[config.mk]
export PLATFORM = sky130hd
export DESIGN_NAME = remap_tgen_flat
export DESIGN_NICKNAME = d
export VERILOG_FILES = /design/src/rtl/remap_pkg.sv /design/src/rtl/remap_tgen_if.sv /design/src/rtl/remap_tgen_axis.sv /design/src/rtl/remap_tgen.sv /design/src/flat_wrapper.sv
export SDC_FILE = /design/constraint.sdc
export NUM_CORES = 1
export LEC_CHECK = 0
export BUFFER_PORTS_ARGS = -buffer_cell sky130_fd_sc_hd__buf_2
export CORE_AREA = 2 2 77 79
export DETAILED_ROUTE_END_ITERATION = 6
export DIE_AREA = 0 0 79 81
export PLACE_DENSITY = 0.87
export SETUP_SLACK_MARGIN = 0.1
export SLEW_MARGIN = 10
export SYNTH_ARGS = -nofsm -noshare
export SYNTH_HDL_FRONTEND = slang
export SYNTH_SLANG_ARGS = --single-unit
[constraint.sdc]
create_clock -name mpt_clk -period 8.2 [get_ports mpt_clk]
set_clock_uncertainty 0.05 [all_clocks]
set_input_delay 0.41 -clock mpt_clk [delete_from_list [all_inputs] [get_ports mpt_clk]]
set_output_delay 0.41 -clock mpt_clk [all_outputs]
set_load 0.02 [all_outputs]
[src/rtl/remap_pkg.sv]
// Shared types and widths for the remap output timing generator.
package remap_pkg;
   localparam int COORD_W = 12;
   localparam int ERR_W   = 8;

   typedef enum logic {
      IDLE = 1'b0,
      RUN  = 1'b1
   } tgen_state_t;
endpackage

[src/rtl/remap_tgen_if.sv]
// Trigger inputs and raster outputs between the timing generator and remap read-out.
interface remap_tgen_if;
   import remap_pkg::*;

   logic               vid_vs_trig;
   logic               vid_locked;
   logic               out_vs;
   logic               out_hs;
   logic               out_de;
   logic [COORD_W-1:0] out_x;
   logic [COORD_W-1:0] out_y;
   logic               frame_done;
   logic               trig_err;
   logic [ERR_W-1:0]   trig_err_cnt;

   modport master (
      input  vid_vs_trig, vid_locked,
      output out_vs, out_hs, out_de, out_x, out_y, frame_done, trig_err, trig_err_cnt
   );

   modport slave (
      output vid_vs_trig, vid_locked,
      input  out_vs, out_hs, out_de, out_x, out_y, frame_done, trig_err, trig_err_cnt
   );
endinterface

[src/rtl/remap_tgen_axis.sv]
// One raster axis: position counter with wrap, plus sync/active/offset decode of the next position.
module remap_tgen_axis
   import remap_pkg::*;
#(
   parameter logic [COORD_W-1:0] TOTAL = 12'd2200,
   parameter logic [COORD_W-1:0] SYNC  = 12'd44,
   parameter logic [COORD_W-1:0] BP    = 12'd148,
   parameter logic [COORD_W-1:0] ACT   = 12'd1920
) (
   input  logic               mpt_clk,
   input  logic               mpt_arst,
   input  logic               clr,
   input  logic               adv,
   output logic               at_last,
   output logic               sync_p0,
   output logic               act_p0,
   output logic               last_p0,
   output logic [COORD_W-1:0] off_p0
);
   localparam logic [COORD_W-1:0] LAST    = TOTAL - 12'd1;
   localparam logic [COORD_W-1:0] ACT_BEG = SYNC + BP;
   localparam logic [COORD_W-1:0] ACT_END = ACT_BEG + ACT;

   logic [COORD_W-1:0] cnt_q;
   logic [COORD_W-1:0] cnt_nxt;

   assign at_last = (cnt_q == LAST);

   always_comb begin
      cnt_nxt = cnt_q;
      if (clr)
         cnt_nxt = '0;
      else if (adv)
         cnt_nxt = at_last ? '0 : cnt_q + 12'd1;
   end

   // decode looks at the position the counter is about to hold, so the
   // registered outputs downstream line up with the held count
   assign sync_p0 = (cnt_nxt < SYNC);
   assign act_p0  = (cnt_nxt >= ACT_BEG) && (cnt_nxt < ACT_END);
   assign last_p0 = (cnt_nxt == LAST);
   assign off_p0  = cnt_nxt - ACT_BEG;

   always_ff @(posedge mpt_clk) begin
      if (mpt_arst)
         cnt_q <= '0;
      else
         cnt_q <= cnt_nxt;
   end
endmodule

[src/rtl/remap_tgen.sv]
// Trigger-launched output raster generator; define REMAP_TGEN_FREERUN_EN for free-running frames
// with trigger resynchronisation instead of one frame per trigger.
module remap_tgen
   import remap_pkg::*;
#(
   parameter logic [COORD_W-1:0] H_TOTAL = 12'd2200,
   parameter logic [COORD_W-1:0] H_SYNC  = 12'd44,
   parameter logic [COORD_W-1:0] H_BP    = 12'd148,
   parameter logic [COORD_W-1:0] H_ACT   = 12'd1920,
   parameter logic [COORD_W-1:0] V_TOTAL = 12'd1125,
   parameter logic [COORD_W-1:0] V_SYNC  = 12'd5,
   parameter logic [COORD_W-1:0] V_BP    = 12'd36,
   parameter logic [COORD_W-1:0] V_ACT   = 12'd1080
) (
   input  logic         mpt_clk,
   input  logic         mpt_arst,
   remap_tgen_if.master bus
);
   if (int'(H_SYNC) + int'(H_BP) + int'(H_ACT) > int'(H_TOTAL)) begin : g_bad_h
      $error("remap_tgen: horizontal sync+bp+active exceeds H_TOTAL");
   end
   if (int'(V_SYNC) + int'(V_BP) + int'(V_ACT) > int'(V_TOTAL)) begin : g_bad_v
      $error("remap_tgen: vertical sync+bp+active exceeds V_TOTAL");
   end
   if (H_SYNC == 0 || H_ACT == 0 || V_SYNC == 0 || V_ACT == 0) begin : g_bad_zero
      $error("remap_tgen: sync and active widths must be non-zero");
   end

   function automatic logic [ERR_W-1:0] sat_inc(input logic [ERR_W-1:0] v);
      return (&v) ? v : v + 8'd1;
   endfunction

   tgen_state_t        state_q;
   tgen_state_t        state_nxt;
   logic               clr, h_adv, v_adv, err_p0, run_p0;
   logic               h_at_last, v_at_last;
   logic               h_sync_p0, h_act_p0, h_last_p0;
   logic               v_sync_p0, v_act_p0, v_last_p0;
   logic [COORD_W-1:0] h_off_p0, v_off_p0;
   logic               de_p0;

   logic               vs_p1, hs_p1, de_p1, done_p1, err_p1;
   logic [COORD_W-1:0] x_p1, y_p1;
   logic [ERR_W-1:0]   err_cnt_q;

   remap_tgen_axis #(.TOTAL(H_TOTAL), .SYNC(H_SYNC), .BP(H_BP), .ACT(H_ACT)) u_h (
      .mpt_clk (mpt_clk),
      .mpt_arst(mpt_arst),
      .clr     (clr),
      .adv     (h_adv),
      .at_last (h_at_last),
      .sync_p0 (h_sync_p0),
      .act_p0  (h_act_p0),
      .last_p0 (h_last_p0),
      .off_p0  (h_off_p0)
   );

   remap_tgen_axis #(.TOTAL(V_TOTAL), .SYNC(V_SYNC), .BP(V_BP), .ACT(V_ACT)) u_v (
      .mpt_clk (mpt_clk),
      .mpt_arst(mpt_arst),
      .clr     (clr),
      .adv     (v_adv),
      .at_last (v_at_last),
      .sync_p0 (v_sync_p0),
      .act_p0  (v_act_p0),
      .last_p0 (v_last_p0),
      .off_p0  (v_off_p0)
   );

   always_comb begin
      state_nxt = IDLE;
      clr       = 1'b1;
      h_adv     = 1'b0;
      err_p0    = 1'b0;
      case (state_q)
         IDLE: begin
            if (bus.vid_vs_trig && bus.vid_locked)
               state_nxt = RUN;
         end
         RUN: begin
            // loss of lock falls through with the defaults: IDLE, counters cleared
            if (bus.vid_locked) begin
               if (h_at_last && v_at_last) begin
`ifdef REMAP_TGEN_FREERUN_EN
                  state_nxt = RUN;
`else
                  if (bus.vid_vs_trig)
                     state_nxt = RUN;
`endif
               end else if (bus.vid_vs_trig) begin
                  state_nxt = RUN;
`ifndef REMAP_TGEN_FREERUN_EN
                  clr       = 1'b0;
                  h_adv     = 1'b1;
                  err_p0    = 1'b1;
`endif
               end else begin
                  state_nxt = RUN;
                  clr       = 1'b0;
                  h_adv     = 1'b1;
               end
            end
         end
         default: ;
      endcase
   end

   assign v_adv  = h_adv && h_at_last;
   assign run_p0 = (state_nxt == RUN);
   assign de_p0  = run_p0 && h_act_p0 && v_act_p0;

   // ---- output register stage ----
   always_ff @(posedge mpt_clk) begin
      if (mpt_arst) begin
         state_q   <= IDLE;
         vs_p1     <= 1'b0;
         hs_p1     <= 1'b0;
         de_p1     <= 1'b0;
         x_p1      <= '0;
         y_p1      <= '0;
         done_p1   <= 1'b0;
         err_p1    <= 1'b0;
         err_cnt_q <= '0;
      end else begin
         state_q <= state_nxt;
         vs_p1   <= run_p0 && v_sync_p0;
         hs_p1   <= run_p0 && h_sync_p0;
         de_p1   <= de_p0;
         x_p1    <= de_p0 ? h_off_p0 : '0;
         y_p1    <= de_p0 ? v_off_p0 : '0;
         done_p1 <= run_p0 && h_last_p0 && v_last_p0;
         err_p1  <= err_p0;
         if (err_p0)
            err_cnt_q <= sat_inc(err_cnt_q);
      end
   end

   assign bus.out_vs       = vs_p1;
   assign bus.out_hs       = hs_p1;
   assign bus.out_de       = de_p1;
   assign bus.out_x        = x_p1;
   assign bus.out_y        = y_p1;
   assign bus.frame_done   = done_p1;
   assign bus.trig_err     = err_p1;
   assign bus.trig_err_cnt = err_cnt_q;
endmodule
[src/flat_wrapper.sv]
// flat-port wrapper written by rule: the top's interface ports become plain ports
module remap_tgen_flat import remap_pkg::*;
#(
   parameter logic [COORD_W-1:0] H_TOTAL = 12'd2200,
   parameter logic [COORD_W-1:0] H_SYNC  = 12'd44,
   parameter logic [COORD_W-1:0] H_BP    = 12'd148,
   parameter logic [COORD_W-1:0] H_ACT   = 12'd1920,
   parameter logic [COORD_W-1:0] V_TOTAL = 12'd1125,
   parameter logic [COORD_W-1:0] V_SYNC  = 12'd5,
   parameter logic [COORD_W-1:0] V_BP    = 12'd36,
   parameter logic [COORD_W-1:0] V_ACT   = 12'd1080
)
  (mpt_clk, mpt_arst, bus_vid_vs_trig, bus_vid_locked, bus_out_vs, bus_out_hs, bus_out_de, bus_out_x, bus_out_y, bus_frame_done, bus_trig_err, bus_trig_err_cnt);
  remap_tgen_if bus_i ();
  input  logic mpt_clk;
  input  logic mpt_arst;
  input wire logic [$bits(bus_i.vid_vs_trig)-1:0] bus_vid_vs_trig;
  input wire logic [$bits(bus_i.vid_locked)-1:0] bus_vid_locked;
  output wire logic [$bits(bus_i.out_vs)-1:0] bus_out_vs;
  output wire logic [$bits(bus_i.out_hs)-1:0] bus_out_hs;
  output wire logic [$bits(bus_i.out_de)-1:0] bus_out_de;
  output wire logic [$bits(bus_i.out_x)-1:0] bus_out_x;
  output wire logic [$bits(bus_i.out_y)-1:0] bus_out_y;
  output wire logic [$bits(bus_i.frame_done)-1:0] bus_frame_done;
  output wire logic [$bits(bus_i.trig_err)-1:0] bus_trig_err;
  output wire logic [$bits(bus_i.trig_err_cnt)-1:0] bus_trig_err_cnt;
  assign bus_i.vid_vs_trig = bus_vid_vs_trig;
  assign bus_i.vid_locked = bus_vid_locked;
  assign bus_out_vs = bus_i.out_vs;
  assign bus_out_hs = bus_i.out_hs;
  assign bus_out_de = bus_i.out_de;
  assign bus_out_x = bus_i.out_x;
  assign bus_out_y = bus_i.out_y;
  assign bus_frame_done = bus_i.frame_done;
  assign bus_trig_err = bus_i.trig_err;
  assign bus_trig_err_cnt = bus_i.trig_err_cnt;
  remap_tgen #(.H_TOTAL(H_TOTAL), .H_SYNC(H_SYNC), .H_BP(H_BP), .H_ACT(H_ACT), .V_TOTAL(V_TOTAL), .V_SYNC(V_SYNC), .V_BP(V_BP), .V_ACT(V_ACT)) u_core (.mpt_clk(mpt_clk), .mpt_arst(mpt_arst), .bus(bus_i));
endmodule
## Yosys cells after proc, flatten, opt, wreduce, memory -nomap -nowiden

Cells that the tools add are included.

- Word-level logic and storage cells: 63
- Register bits: 62
- Input port bits: 4

- $lt $le $gt $ge: 6
- Multiplexer cells: 20
- Equal/unequal tests: 4
- Reductions and logical operators: 14
- Bitwise logic cells: 3
- $add $sub $neg: 5

Operator list:

| operator | number |
|---|---|
| $mux W12 | 6 |
| $add A12 B1 Y12 const B | 2 |
| $eq A12 B11 Y1 const B | 2 |
| $eq A12 B12 Y1 const B | 2 |
| $mux W1 | 13 |
| $ge A12 B6 Y1 const B | 1 |
| $ge A12 B8 Y1 const B | 1 |
| $lt A12 B11 Y1 const B | 1 |
| $lt A12 B12 Y1 const B | 1 |
| $lt A12 B3 Y1 const B | 1 |
| $lt A12 B6 Y1 const B | 1 |
| $sub A12 B6 Y12 const B | 1 |
| $sub A12 B8 Y12 const B | 1 |
| $logic_and A1 B1 Y1 | 11 |
| $add A8 B1 Y8 const B | 1 |
| $reduce_and A8 Y1 | 1 |
| $not A1 Y1 | 3 |
| $pmux W1 S2 | 1 |
| $reduce_and A2 Y1 | 1 |
| $reduce_or A2 Y1 | 1 |

## Depth between registers and ports, before layout

Gate-level depths: netlist of the first run.

- Word-level depth: 13
- Mapped depth: 15
- Gate-level depth less buffers: 13

## Hierarchy

Synthesis of the first run repeated with hierarchy kept, for this count alone.

- Cell total of the unflattened synthesis: 411
- Area total of the unflattened synthesis: 3636.0 um^2

Modules (own cells, without submodules):

| module | area each (um^2) | cells each | instances | sequential area each (um^2) |
|---|---|---|---|---|
| remap_tgen_axis (u_core.u_v) | 1241.2 | 153 | 1 | 240.2 |
| remap_tgen | 1237.4 | 114 | 1 | 760.7 |
| remap_tgen_axis (u_core.u_h) | 1157.4 | 144 | 1 | 240.2 |

## Least setup slack after synthesis of the first run

OpenSTA, ideal clock, no wires.

- Kind: register -> register
- Start point: reg u_core.u_h.cnt_q[0]
- End point: reg u_core.x_p1[3] (netlist: u_core.bus.out_x[3])
- Period minus slack after synthesis: 3.333 ns
- Setup slack: 4.867 ns
- Library setup time: 0.131 ns
- Data arrival time: 3.152 ns
- Stages on the path, launching flop included: 15
- Cells stage by stage: dfxtp_1 ha_1 or3b_4 or3_1 buf_6 buf_6 a22o_1 nand2_1 ha_1 clkbuf_1 a311oi_2 or3_4 o211ai_4 buf_6 nor3_2

- Longest elaborated chain between the ends: 13

RTL lines:

| what | RTL line | RTL |
|---|---|---|
| start: declaration | remap_tgen_axis.sv:24 | `logic [COORD_W-1:0] cnt_q;` |
| start signal: assignment | remap_tgen_axis.sv:48 | `cnt_q <= cnt_nxt;` |
| branches (longest 13 deep; another with $add A12 B1 Y12) | -- |  |
| end signal: assignment | remap_tgen.sv:129 | `x_p1 <= de_p0 ? h_off_p0 : '0;` |
| end: declaration | remap_tgen.sv:43 | `logic [COORD_W-1:0] x_p1, y_p1;` |

Several ways; the timed one is not identified.
A chain may end at the register's enable or synchronous reset.

## Worst setup path after layout of the first run

- Start point: reg u_core.u_h.cnt_q[0]
- End point: reg u_core.y_p1[3] (netlist: u_core.bus.out_y[3])

- Longest elaborated chain between the ends: 13

RTL lines:

| what | RTL line | RTL |
|---|---|---|
| branches (longest 13 deep; another with $add A12 B1 Y12) | -- |  |
| end signal: assignment | remap_tgen.sv:130 | `y_p1 <= de_p0 ? v_off_p0 : '0;` |
| end: declaration | remap_tgen.sv:43 |  |

Several ways; the timed one is not identified.

==> run summary, run 1 <==
Reg-to-reg endpoint - u_core.bus.out_y[3]
Yosys Warn Count - 0
Design area - 3637 um^2
CP Capture Type - register
HPWL after DPL - 5696 um
Worst flop-to-flop path startpoint - u_core.u_h.cnt_q[0]
Top cell type's share of synthesized area - 0.3830
Die Ht - 81 um
Area Growth Syn to Fin - 12.24%
EDFF count, synth - 0
Worst-Margin Slew - 0.8781 ns
Hold depth - 3
Synth area leaders - dfxtp_1 (38%), nor2_1 (7.6%), xnor2_1 (4.9%)
Share of post-route cells with drive strength above 1 - 0.1836
Sequential element share of the synthesized area - 0.3830
Post-layout nets - 422
Initial Util - 0.5710
Core ar. - 5675 um^2
Synth cell count leaders - nor2_1 (66), dfxtp_1 (62), nand2_1 (25)
FILL cells - 473
Largest stage delay on the critical path - 0.69 ns
Vias in the first global route - 2620
Worst path cell trace - ha_1, or3b_4, nor3_1, xnor2_1, or3_1, ha_1, a311oi_2, or3_4, o211ai_4, a311oi_1
Worst Setup SP - u_core.u_h.cnt_q[0]
I/O Buffers - 40
Row cnt - 28
RD Place Congestion - 0.9666
Post-Syn Area - 3241 um^2
Worst-Skew Late Latency - 0.36 ns
Synth Flop Type - dfxtp_1
Post-CTS Setup Bufs - 0
Setup ws final - 4.309 ns
Max-cap viol count - 0
Status - finished, final reports clean
Crit path time final - 3.891 ns
ANT cells - 0
Clock transition at path regs - 0.07 ns
Most frequent cell on the critical path - ha_1
Hold buffer count at CTS - 0
Fin crit share - 0.4745
Leakage - 1.399 nW
Worst Path Max Fanout - 22
# setup viols final - 0
Placed cell count - 473
Largest area contributor in the netlist - dfxtp_1
WL per Instance - 16.26 um
Worst rel slew slack - 0.4101
Total grt overflow - 0
CTS H-tree lvls - 3
Deepest clock path buffer count - 2
Setup TNS - 0 ns
Post-place instance area - 3451 um^2
Final hold vios - 0
Initial DRT Pass Iterations - 5
Critical Path AT - 4.10 ns
First-pass GRT wire length - 12610 um
Unique masters post-synth - 66
Startpoint types - register
Total die area - 6399 um^2
Flop2flop setup slack - 4.31 ns
Min-Delay Path Class - input port to register
Async set or reset register ratio after synthesis - 0
Clock Sinks - 62
Largest net degree at the start of global routing - 36
Maximum VDD drop - 0.1213 mV
Drt drc - 0
WP buf/inv - 0
Die width - 79 um
Vias - 2939
Total Routing Usage GR - 0.2585
CTS root buf - clkbuf_8
RSZ-0062 raised after global routing - no
Pwr Density - 155.0 nW/um^2
Synthesized flop and latch total - 62
Syn_nets - 385
Post-CTS Resized - 0
Kind of critical path - register to register
Cells after Synth - 372
Setup WS pre-CTS - 4.433 ns
Detail Route Antenna Nets - 0
Num CTS Buffers - 9
Vias per cell - 6.010
Initial antenna violation count - 0
HP Start - bus_vid_vs_trig
Io pins - 41
Post-Route WL - 7950 um
End of the worst hold path - u_core.bus.trig_err_cnt[6]
Required time at the worst-slack endpoint - 8.41 ns
Iteration-0 DRC count of the detailed router - 336
Maximum clock rate - 257.0 MHz
Slowest-stage cell, CP - nor3_1
Syn_area_per_cell - 8.711 um^2
Final Max Slew Viols - 0
Worst R2R Path Depth - 10
CTS tree - built
Dominant cell by count in the synthesized netlist - nor2_1
Finished Layout Cells - 489
CP delay by family, top - simple AND/OR/NAND/NOR gates
## worst max path at each step
| stage | cells past startpoint | slack [ns] | to |
|---|---|---|---|
| after floorplan | 14 | 4.87 | u_core.bus.out_x[3] |
| after global placement | 10 | 4.64 | u_core.bus.out_y[4] |
| after detailed placement | 10 | 4.43 | u_core.bus.out_y[3] |
| after CTS | 10 | 4.41 | u_core.bus.out_y[3] |
| after global routing | 10 | 4.16 | u_core.bus.out_y[3] |
| final | 10 | 4.31 | u_core.bus.out_y[3] |
## registers in the layout, summed over array words and instances (netlist names)
signal / flops
u_core.bus.frame_done: 1
u_core.bus.out_de: 1
u_core.bus.out_hs: 1
u_core.bus.out_vs: 1
u_core.bus.out_x: 12
u_core.bus.out_y: 12
u_core.bus.trig_err: 1
u_core.bus.trig_err_cnt: 8
u_core.state_q: 1
u_core.u_h.cnt_q: 12
u_core.u_v.cnt_q: 12
## worst register-to-register path, stage by stage, from the launching register on
cell      delay [ns]
dfxtp_1         0.44
ha_1            0.27
or3b_4          0.44
nor3_1          0.69
xnor2_1         0.15
or3_1           0.38
ha_1            0.32
a311oi_2        0.31
or3_4           0.20
o211ai_4        0.23
a311oi_1        0.31
## cell families (layout without fill, tap and decap cells)
| group | after synthesis | count (layout) | synth area share |
|---|---|---|---|
| and+or+nand+nor | 184 | 184 | 0.3100 |
| AOI/OAI and AO/OA | 53 | 53 | 0.1344 |
| DFF | 62 | 62 | 0.3830 |
| muxes | 4 | 4 | 0.01236 |
| adders and majority gates | 9 | 9 | 0.03475 |
| xor gates and xnor gates | 30 | 30 | 0.08108 |
| buffers and inverters | 30 | 72 | 0.04440 |
## layout make-up
class | instances | area [um^2] | share of cell area
Inverter | 16 | 60.06 | 0.01651
Timing Repair Buffer | 40 | 200.2 | 0.05504
Clock buffer | 13 | 168.9 | 0.04644
Clock inverter | 3 | 17.52 | 0.004816
Tap cell | 75 | 93.84 | 0.02580
Sequential cell | 62 | 1241 | 0.3412
Multi-Input combinational cell | 280 | 1856 | 0.5101
## layer usage
layer  up-vias  global-route usage  wire length [um]
li1       1395                   -                 -
met3        19             0.05889               627
met5         -                   0                 0
met1      1357              0.3278              3371
met4         0              0.1172               178
met2       168              0.4220              3772
## report_power, final
group	internal, mW	switching (mW)	total [mW]	leakage (nW)
combinational	0.00268	0.00920	0.0119	0.804
clock	0.133	0.116	0.249	0.0954
sequential	0.302	0.000677	0.303	0.500
total	0.438	0.126	0.564	1.40
## layout by cell type, fill, tap and decap left out, types with 9 or more instances in the layout
cell type,synthesis,layout
nor2_1,66,66
dfxtp_1,62,62
buf_2,1,40
nand2_1,25,25
xnor2_1,18,18
nand3_1,17,17
inv_1,15,15
nor3_1,14,14
xor2_1,12,12
clkbuf_8,0,12
ha_1,9,9
## stage by stage
| stage | power [mW] | hold slack, ns | utilization |
|---|---|---|---|
| finish | 0.5639 | 0.3479 | 0.6409 |
| global route | 0.5789 | 0.3540 | 0.6409 |
| global placement | 0.3210 | 0.4332 | 0.6080 |
| floorplan | 0.3174 | 0.4467 | - |
| detailed placement | 0.3211 | 0.4496 | 0.6080 |
| CTS | 0.5674 | 0.3353 | 0.6409 |
Power figures use the tool's default switching activity.
==> run 2: changes to the inputs <==
--- a/config.mk
+++ b/config.mk
@@ -6,10 +6,10 @@
 export NUM_CORES = 1
 export LEC_CHECK = 0
 export BUFFER_PORTS_ARGS = -buffer_cell sky130_fd_sc_hd__buf_2
-export CORE_AREA = 2 2 77 79
+export CORE_AREA = 2 2 82 84
 export DETAILED_ROUTE_END_ITERATION = 6
-export DIE_AREA = 0 0 79 81
-export PLACE_DENSITY = 0.87
+export DIE_AREA = 0 0 84 86
+export PLACE_DENSITY = 0.82
 export SETUP_SLACK_MARGIN = 0.1
 export SLEW_MARGIN = 10
 export SYNTH_ARGS = -nofsm -noshare
==> constraint.sdc (replaced) <==
create_clock -name mpt_clk -period 3.4 [get_ports mpt_clk]
set_clock_uncertainty 0.05 [all_clocks]
set_input_delay 0.17 -clock mpt_clk [delete_from_list [all_inputs] [get_ports mpt_clk]]
set_output_delay 0.17 -clock mpt_clk [all_outputs]
set_load 0.02 [all_outputs]
==> run summary, run 2 (same netlist as run 1, synthesis figures left out) <==
Status - finished, final reports clean
Total power - 1.435 mW
ANT cells - 0
End of the worst hold path - u_core.bus.trig_err_cnt[6]
Num CTS Buffers - 9
Critical Path AT - 3.37 ns
Clock transition at path regs - 0.07 ns
Final hold vios - 0
Startpoint types - register
Setup TNS - 0 ns
Reg-to-reg endpoint - u_core.bus.out_x[4]
Post-layout nets - 439
Multi-input logic area - 1897 um^2
HP Start - bus_vid_vs_trig
Worst flop-to-flop path startpoint - u_core.u_v.cnt_q[1]
Hold buffer count at CTS - 0
Kind of critical path - register to register
Leakage - 1.509 nW
First-pass GRT wire length - 13480 um
Required time at the worst-slack endpoint - 3.59 ns
CTS root buf - clkbuf_8
CTS H-tree lvls - 3
Final hold slack - 0.1102 ns
Die Ht - 86 um
Hold depth - 3
RSZ-0062 raised after global routing - no
Clock Sinks - 62
Pwr Density - 372.2 nW/um^2
Initial Util - 0.5162
HPWL after DPL - 5989 um
Worst-Skew Late Latency - 0.35 ns
WL per Instance - 16.31 um
Area Growth Syn to Fin - 19.00%
Vias - 3003
Commonest non-fill, non-tap cell in the layout - nor2_1
RD Place Congestion - 0.9381
Share of post-route cells with drive strength above 1 - 0.2390
FILL cells - 554
Worst-Margin Slew - 0.6581 ns
CTS tree - built
Maximum clock rate - 314.4 MHz
Post-Route WL - 8287 um
Core ar. - 6277 um^2
Crit path time final - 3.181 ns
Vias in the first global route - 2730
Worst Path Max Fanout - 10
Total Routing Usage GR - 0.2355
Flop2flop setup slack - 0.22 ns
Maximum VDD drop - 0.2724 mV
Worst path cell trace - inv_1, ha_1, nor4b_1, nand4_1, a211o_1, or4b_4, a311oi_2, or3_4, o211ai_4, buf_12, nor2_1
CP Capture Type - register
Die width - 84 um
Row cnt - 29
Initial DRT Pass Iterations - 5
Largest net degree at the start of global routing - 36
Worst Setup SP - u_core.u_v.cnt_q[1]
Max-cap viol count - 0
Design area - 3856 um^2
Io pins - 41
Largest stage delay on the critical path - 0.50 ns
Fin crit share - 0.9355
Worst rel slew slack - 0.5613
Worst R2R Path Depth - 11
Register Area - 1242 um^2
# setup viols final - 0
Final Max Slew Viols - 0
Iteration-0 DRC count of the detailed router - 248
Vias per cell - 5.911
Min-Delay Path Class - input port to register
Deepest clock path buffer count - 2
Total die area - 7224 um^2
Total grt overflow - 0
Util after Layout - 0.6143
Detail Route Antenna Nets - 0
Slowest-stage cell, CP - nor4b_1
Drt drc - 0
Post-place instance area - 3578 um^2
Most frequent cells in the layout - nor2_1 (64), dfxtp_1 (61), buf_2 (40)
Initial antenna violation count - 0
I/O Buffers - 40
[run 2: cell types whose count changed in the layout (fill, tap and decap cells not counted), moves of 2 or more]
cell and change:
buf_12 +2, buf_4 +15, a211oi_2 +2, nor2_2 +2
nor2_1 -2, a211oi_1 -2
[run 2: stage by stage]
step / setup WS (ns) / std cells
after floorplan: 0.1657 / 372
after global placement: 0.1546 / 490
after detailed placement: 0.1135 / 490
after CTS: 0.1018 / 506
after global routing: 0.05428 / 508
final: 0.2192 / 508
[run 2: repair_timing]
action / CTS / global route
setup buffers: 0 / 2
pin swaps: 0 / 2
setup endpoints to repair: 2 / 23
resized for setup: 1 / 9
[run 2: area by class of cell]
type | instances | area share
clock buffers | 11 | 0.03926
clock inverters | 5 | 0.01460
inverters | 16 | 0.01557
multi-input cells | 280 | 0.4919
flip-flops and latches | 62 | 0.3222
well taps | 77 | 0.02498
repair buffers | 57 | 0.09150
[run 2: metal layers]
metal	vias to the layer above	track usage	part of all wire
met5	-	0	0
met1	1400	0.3206	0.45
li1	1429	-	-
met2	150	0.3607	0.44
met4	0	0.1144	0.032
met3	24	0.04524	0.075
[run 2: worst max path at each step]
stage | end | slack [ns] | cells past startpoint
2_1_floorplan | u_core.bus.out_x[3] | 0.17 | 14
5_1_grt | u_core.bus.out_y[10] | 0.05 | 10
4_1_cts | u_core.bus.out_x[4] | 0.10 | 14
6_report | u_core.bus.out_x[4] | 0.22 | 11
3_5_place_dp | u_core.bus.out_y[1] | 0.11 | 14
3_3_place_gp | u_core.bus.out_x[4] | 0.15 | 14
[run 2: power breakdown]
| group | internal, mW | switching [mW] | leakage (nW) | total (mW) |
|---|---|---|---|---|
| registers | 0.729 | 0.00126 | 0.500 | 0.730 |
| logic | 0.00737 | 0.0222 | 0.903 | 0.0296 |
| clock network | 0.378 | 0.298 | 0.106 | 0.676 |
| total | 1.11 | 0.321 | 1.51 | 1.44 |
[run 2: worst max-delay path, delay by kind of cell (launching register included)]
kind | cells | cell delay, ns
flops | 1 | 0.36
simple gates | 5 | 1.61
fa+ha+maj | 1 | 0.16
buf+inv | 2 | 0.29
compound gates | 3 | 0.61
